File: config.mk
export PLATFORM = sky130hd
export DESIGN_NAME = i2s_transmitter
export DESIGN_NICKNAME = d
export VERILOG_FILES = /design/src/rtl/i2s_pkg.sv /design/src/rtl/i2s_sck_gen.sv /design/src/rtl/i2s_transmitter.sv
export SDC_FILE = /design/constraint.sdc
export NUM_CORES = 1
export LEC_CHECK = 0
export ABC_AREA = 1
export CORE_UTILIZATION = 45
export CTS_CLUSTER_DIAMETER = 60
export DETAILED_ROUTE_END_ITERATION = 12
export GPL_ROUTABILITY_DRIVEN = 0
export PLACE_DENSITY = 0.65
export SYNTH_ARGS = -nofsm -noshare
export SYNTH_HDL_FRONTEND = slang
export SYNTH_SLANG_ARGS = --single-unit
File: constraint.sdc
create_clock -name clk -period 2.2 [get_ports clk]
set_clock_uncertainty 0.1 [all_clocks]
set_input_delay 0.44 -clock clk [delete_from_list [all_inputs] [get_ports clk]]
set_output_delay 0.44 -clock clk [all_outputs]
set_load 0.01 [all_outputs]
File: src/rtl/i2s_pkg.sv
// Shared I2S constants for the transmit and capture paths: default slot/word
// sizes, WS polarity and the frame-bit-index width helper.
package i2s_pkg;

  localparam int SLOT_WIDTH_DEF = 32;
  localparam int WORD_WIDTH_DEF = 16;

  localparam logic WS_LEFT  = 1'b0;
  localparam logic WS_RIGHT = 1'b1;

  function automatic int bidx_width(input int slot_width);
    return $clog2(2 * slot_width);
  endfunction

endpackage

File: src/rtl/i2s_sck_gen.sv
// Bit-clock generator: divider plus registered SCK, with one-cycle strobes
// marking the cycle in which SCK falls (fe_o) or rises (re_o).
module i2s_sck_gen #(
  parameter int CLK_DIV = 4
) (
  input  logic clk,
  input  logic reset,
  output logic sck_o,
  output logic fe_o,
  output logic re_o
);

  localparam int DW = (CLK_DIV > 1) ? $clog2(CLK_DIV) : 1;

  logic [DW-1:0] div_q, div_d;
  logic          sck_q, sck_d;
  logic          tc;

  assign tc = (div_q == DW'(CLK_DIV - 1));

  always_comb begin
    div_d = tc ? '0 : div_q + 1'b1;
    sck_d = tc ? ~sck_q : sck_q;
  end

  always_ff @(posedge clk) begin
    if (reset) begin
      div_q <= '0;
      sck_q <= 1'b0;
    end else begin
      div_q <= div_d;
      sck_q <= sck_d;
    end
  end

  assign sck_o = sck_q;
  assign fe_o  = tc & sck_q;
  assign re_o  = tc & ~sck_q;

endmodule

File: src/rtl/i2s_transmitter.sv
// Controller-mode I2S transmitter with a one-entry holding register.
// Optional I2S_TX_TEST_PATTERN_EN adds i_test_mode: counter/inverse pattern frames.
module i2s_transmitter
  import i2s_pkg::*;
#(
  parameter int CLK_DIV    = 4,
  parameter int WORD_WIDTH = WORD_WIDTH_DEF,
  parameter int SLOT_WIDTH = SLOT_WIDTH_DEF
) (
  input  logic                  clk,
  input  logic                  reset,
  input  logic [WORD_WIDTH-1:0] i_sample_l,
  input  logic [WORD_WIDTH-1:0] i_sample_r,
  input  logic                  i_valid,
`ifdef I2S_TX_TEST_PATTERN_EN
  input  logic                  i_test_mode,
`endif
  output logic                  o_ready,
  output logic                  o_underrun,
  output logic                  SCK,
  output logic                  WS,
  output logic                  SD
);

  localparam int BW = bidx_width(SLOT_WIDTH);
  localparam logic [BW-1:0] B_LAST = BW'(2 * SLOT_WIDTH - 1);

  logic fe, sck_re_unused;

  i2s_sck_gen #(.CLK_DIV(CLK_DIV)) u_sck_gen (
    .clk   (clk),
    .reset (reset),
    .sck_o (SCK),
    .fe_o  (fe),
    .re_o  (sck_re_unused)
  );

  logic [BW-1:0]         b_q, b_d, b_n;
  logic                  ws_q, ws_d, sd_q, sd_d, urun_q, urun_d;
  logic                  full_q, full_d, xfer, consume;
  logic [WORD_WIDTH-1:0] hold_l_q, hold_l_d, hold_r_q, hold_r_d;
  logic [WORD_WIDTH-1:0] sh_l_q, sh_l_d, sh_r_q, sh_r_d;
  logic [WORD_WIDTH-1:0] cnt_q, cnt_d;
  logic                  test_mode;

`ifdef I2S_TX_TEST_PATTERN_EN
  assign test_mode = i_test_mode;
`else
  assign test_mode = 1'b0;
`endif

  assign b_n  = (b_q == B_LAST) ? '0 : b_q + 1'b1;
  assign xfer = i_valid & ~full_q;

  always_comb begin
    b_d      = b_q;
    ws_d     = ws_q;
    sd_d     = sd_q;
    urun_d   = 1'b0;
    sh_l_d   = sh_l_q;
    sh_r_d   = sh_r_q;
    cnt_d    = cnt_q;
    consume  = 1'b0;
    if (fe) begin
      b_d  = b_n;
      ws_d = (b_n >= BW'(SLOT_WIDTH)) ? WS_RIGHT : WS_LEFT;
      sd_d = 1'b0;
      if (b_n == '0) begin
        if (test_mode) begin
          sh_l_d = cnt_q;
          sh_r_d = ~cnt_q;
          cnt_d  = cnt_q + 1'b1;
        end else if (full_q) begin
          sh_l_d  = hold_l_q;
          sh_r_d  = hold_r_q;
          consume = 1'b1;
        end else begin
          sh_l_d = '0;
          sh_r_d = '0;
          urun_d = 1'b1;
        end
      end else if (b_n <= BW'(WORD_WIDTH)) begin
        sd_d   = sh_l_q[WORD_WIDTH-1];
        sh_l_d = {sh_l_q[WORD_WIDTH-2:0], 1'b0};
      end else if ((b_n > BW'(SLOT_WIDTH)) && (b_n <= BW'(SLOT_WIDTH + WORD_WIDTH))) begin
        sd_d   = sh_r_q[WORD_WIDTH-1];
        sh_r_d = {sh_r_q[WORD_WIDTH-2:0], 1'b0};
      end
    end
    // a pair may land in the same cycle the previous one is consumed
    full_d   = xfer | (full_q & ~consume);
    hold_l_d = xfer ? i_sample_l : hold_l_q;
    hold_r_d = xfer ? i_sample_r : hold_r_q;
  end

  always_ff @(posedge clk) begin
    if (reset) begin
      b_q      <= B_LAST;
      ws_q     <= WS_RIGHT;
      sd_q     <= 1'b0;
      urun_q   <= 1'b0;
      full_q   <= 1'b0;
      hold_l_q <= '0;
      hold_r_q <= '0;
      sh_l_q   <= '0;
      sh_r_q   <= '0;
      cnt_q    <= '0;
    end else begin
      b_q      <= b_d;
      ws_q     <= ws_d;
      sd_q     <= sd_d;
      urun_q   <= urun_d;
      full_q   <= full_d;
      hold_l_q <= hold_l_d;
      hold_r_q <= hold_r_d;
      sh_l_q   <= sh_l_d;
      sh_r_q   <= sh_r_d;
      cnt_q    <= cnt_d;
    end
  end

  assign WS         = ws_q;
  assign SD         = sd_q;
  assign o_ready    = ~full_q;
  assign o_underrun = urun_q;

endmodule

==> results.rst <==
.. list-table::
   :header-rows: 1

   * - Metric
     - Value
   * - Sequential area share after synthesis
     - 42.6%
   * - Post-detailed-placement half-perimeter wirelength
     - 5290 µm
   * - Power consumption
     - 0.00312 W
   * - I/O pin total
     - 40
   * - CORE AREA
     - 0.00777 mm²
   * - Syn-to-layout area delta
     - 23.2%
   * - Cell area power density
     - 700 mW/mm²
   * - CTS max path bufs
     - 2
   * - Critical Path AT
     - 2180 ps
   * - Critical path launch point type
     - register
   * - Worst-path fanout max
     - 9
   * - Fraction of layout cells with a size suffix above 1
     - 11.4%
   * - Most congested layer reported by global routing
     - met2
   * - TritonRoute pass-1 iters
     - 4
   * - Hold wc startpoint
     - u_sck_gen.div_q[0]$_SDFF_PP0_
   * - Vias
     - 3358
   * - Number of standard cells after synthesis
     - 523
   * - Number of nets in the layout
     - 603
   * - Primary flip-flop cell chosen by synthesis mapping
     - dfxtp_1
   * - Critical R2R Capture
     - sh_r_q[4]$_SDFFE_PP0P_
   * - Maximum Capacitance Violations
     - 0
   * - GRT Util Overall
     - 21.4%
   * - Routed Wire Length
     - 8200 µm
   * - Antenna diode instance count
     - 0
   * - Final max-slew violation count
     - 0
   * - Clock slew at reported path FFs
     - 80 ps
   * - Average instance area after synthesis
     - 6.92 µm²
   * - Skew-Pair Late Insertion Delay
     - 350 ps
   * - # clock sinks
     - 77
   * - Met3 demand-to-capacity share in global routing
     - 3.65%
   * - Starting Density
     - 46.6%
   * - Slew headroom
     - 75.2%
   * - Number of DRC violations after detailed routing
     - 0
   * - Number of DRC markers after the initial detailed-route iteration
     - 172
   * - Global-route wire length before repair
     - 14400 µm
   * - Path type of the worst min-delay path
     - reg2reg
   * - Worst slack, placed
     - 50.7 ps
   * - Max rail drop VDD
     - 419 µV
   * - Crit. End Element
     - register
   * - Synth Register Bits
     - 77
   * - Required arrival time at the worst endpoint
     - 2350 ps
   * - Number of enable-type register cells in the synthesized netlist
     - 0
   * - R2R depth
     - 12
   * - Mapped Area
     - 0.00362 mm²
   * - Maximum number of pins on one net before global-route repair
     - 49
   * - Number of endpoints failing setup at the final stage
     - 0
   * - Average wire length per cell after detail routing
     - 12.2 µm
   * - Setup slack on the worst flop-to-flop path
     - 170 ps
   * - Met2 Use GR
     - 34.8%
   * - Crit share post-route
     - 92.2%
   * - End of the critical path
     - sh_r_q[4]$_SDFFE_PP0P_
   * - Leakage
     - 2.09 nW
   * - Quantity of I/O buffers inserted on ports
     - 39
   * - Final worst path period need
     - 2030 ps
   * - Reg2Reg Launch Point
     - b_q[1]$_SDFFE_PP1P_
   * - Vias in the first global route
     - 3115
   * - Clock tree from TritonCTS
     - done
   * - Layout Utilization
     - 57.4%
   * - GRT met1 Usage
     - 28.0%
   * - Number of vias per cell after detailed routing
     - 5.00
   * - Final Hold Slack
     - 330 ps
   * - DIE HEIGHT
     - 91.7 µm
   * - Worst Slack Setup Final
     - 171 ps
   * - Synth Warn #
     - 0
   * - H-tree levels
     - 3
   * - Initial antenna violation count
     - 0
   * - Startpoint-to-endpoint class of the critical path
     - reg2reg
   * - Residual overflow from global routing
     - 0
   * - Highest Clock Rate
     - 493 MHz
   * - Outcome
     - completed
   * - Net count after synthesis
     - 561
   * - Slew at the pin with the worst max-slew slack
     - 372 ps
   * - Clock Tree Root
     - clkbuf_8
   * - Ys async rst share
     - 0%
   * - Number of distinct library cell variants in the gate-level netlist after synthesis
     - 30
   * - Die Outline Area
     - 0.00840 mm²
   * - Hold Fails Final Rpt
     - 0
   * - Die W
     - 91.7 µm
   * - Critical path launch point
     - b_q[1]$_SDFFE_PP1P_
   * - Total number of placement rows
     - 32
   * - Count of nets left with antenna violations after detail routing
     - 0
   * - Number of buffers added by the clock tree synthesis step
     - 9
[cell families (layout without fill, tap and decap cells)]
group	after synthesis	in the layout	synth area share, %
simple gates	265	265	33.5
xor+xnor	1	1	0.242
fa+ha+maj	3	3	1.04
compound gates	88	88	12.6
buf+inv	89	136	10.0
flops	77	77	42.6
[stage by stage]
stage / TNS (ps) / std cells / area [µm²]
global placement: 0 / 650 / 4160
CTS: 0 / 666 / 4400
detailed placement: 0 / 650 / 4160
floorplan: 0 / 523 / 3620
finish: 0 / 672 / 4460
global route: -18.7 / 672 / 4460
[power breakdown]
part	switching, W	internal [W]	total, W
Combinational	0.000184	0.000157	0.000341
Sequential	0.0000337	0.00146	0.00149
Clock	0.000533	0.000754	0.00129
Total	0.000751	0.00237	0.00312
[Yosys cell counts, types with 2 or more instances]
cell      number  area, µm²
ha_1           3       37.5
dfxtp_1       77       1540
nand2_2        4       25.0
nor2_4         2       22.5
nand4_1        2       12.5
clkbuf_1      24       90.1
nand3_2       10        100
a22oi_1        2       15.0
nor2_1       106        398
o21ai_0       62        310
buf_4          3       22.5
nand3_4        2       35.0
a21oi_1       20        100
buf_6          2       22.5
nand3_1       55        275
buf_2          2       10.0
nand2_1       76        285
o22a_1         2       17.5
nor3_1         3       15.0
inv_1         56        210
[registers in the layout, indices dropped and copies added (netlist names), 2 cells and up]
signal,cells
sh_l_q,16
hold_r_q,16
hold_l_q,16
sh_r_q,16
u_sck_gen.div_q,2
b_q,6
[critical path: stages (launching register included)]
cell     delay, ps
dfxtp_2        380
ha_2           200
nand2_1         80
nor2_2         110
nand2_1        100
nand3_1        110
nand2_2        110
buf_4          190
nor3_4         200
nor2_4          50
buf_4          150
nor2_1         100
nor2_1          50
[cell type report]
class,instances,area [µm²]
clock buffers,10,128
repair buffers,63,608
inverters,57,214
clock inverters,6,111
flip-flops and latches,77,1540
multi-input cells,357,1720
well taps,102,128
fillers,795,3310
[placed cells by master, fill, tap and decap left out, types with 10 or more instances in the layout]
master,Yosys,final
nand3_2,10,10
a21oi_1,20,20
clkdlybuf4s50_1,0,39
nor2_1,106,105
nand3_1,55,55
buf_4,3,21
dfxtp_1,77,75
inv_1,56,56
nand2_1,76,76
o21ai_0,62,62
[worst min-delay path by stage]
stage | endpoint | cells after the start
2_1_floorplan | u_sck_gen.div_q[0]$_SDFF_PP0_ | 1
3_3_place_gp | u_sck_gen.div_q[0]$_SDFF_PP0_ | 1
3_5_place_dp | u_sck_gen.div_q[0]$_SDFF_PP0_ | 1
4_1_cts | u_sck_gen.div_q[0]$_SDFF_PP0_ | 1
5_1_grt | u_sck_gen.div_q[0]$_SDFF_PP0_ | 1
6_report | u_sck_gen.div_q[0]$_SDFF_PP0_ | 1
[timing repair]
| action | 4_1_cts | 5_1_grt |
|---|---|---|
| hold endpoints to repair | 0 | 0 |
| endpoints found under the setup margin | 0 | 33 |
| setup buffers | 0 | 6 |
| gates resized for setup | 0 | 5 |
| hold buffers | 0 | 0 |
[layer usage]
metal  share of wire (%)  wire length (µm)  vias to the layer above
li1                    -                 -                     1749
met3                 4.5               373                       13
met4                 1.9               153                        0
met1                  48              3900                     1529
met5                   0                 0                        -
met2                  46              3770                       67
(Power assumes the default switching activity.)
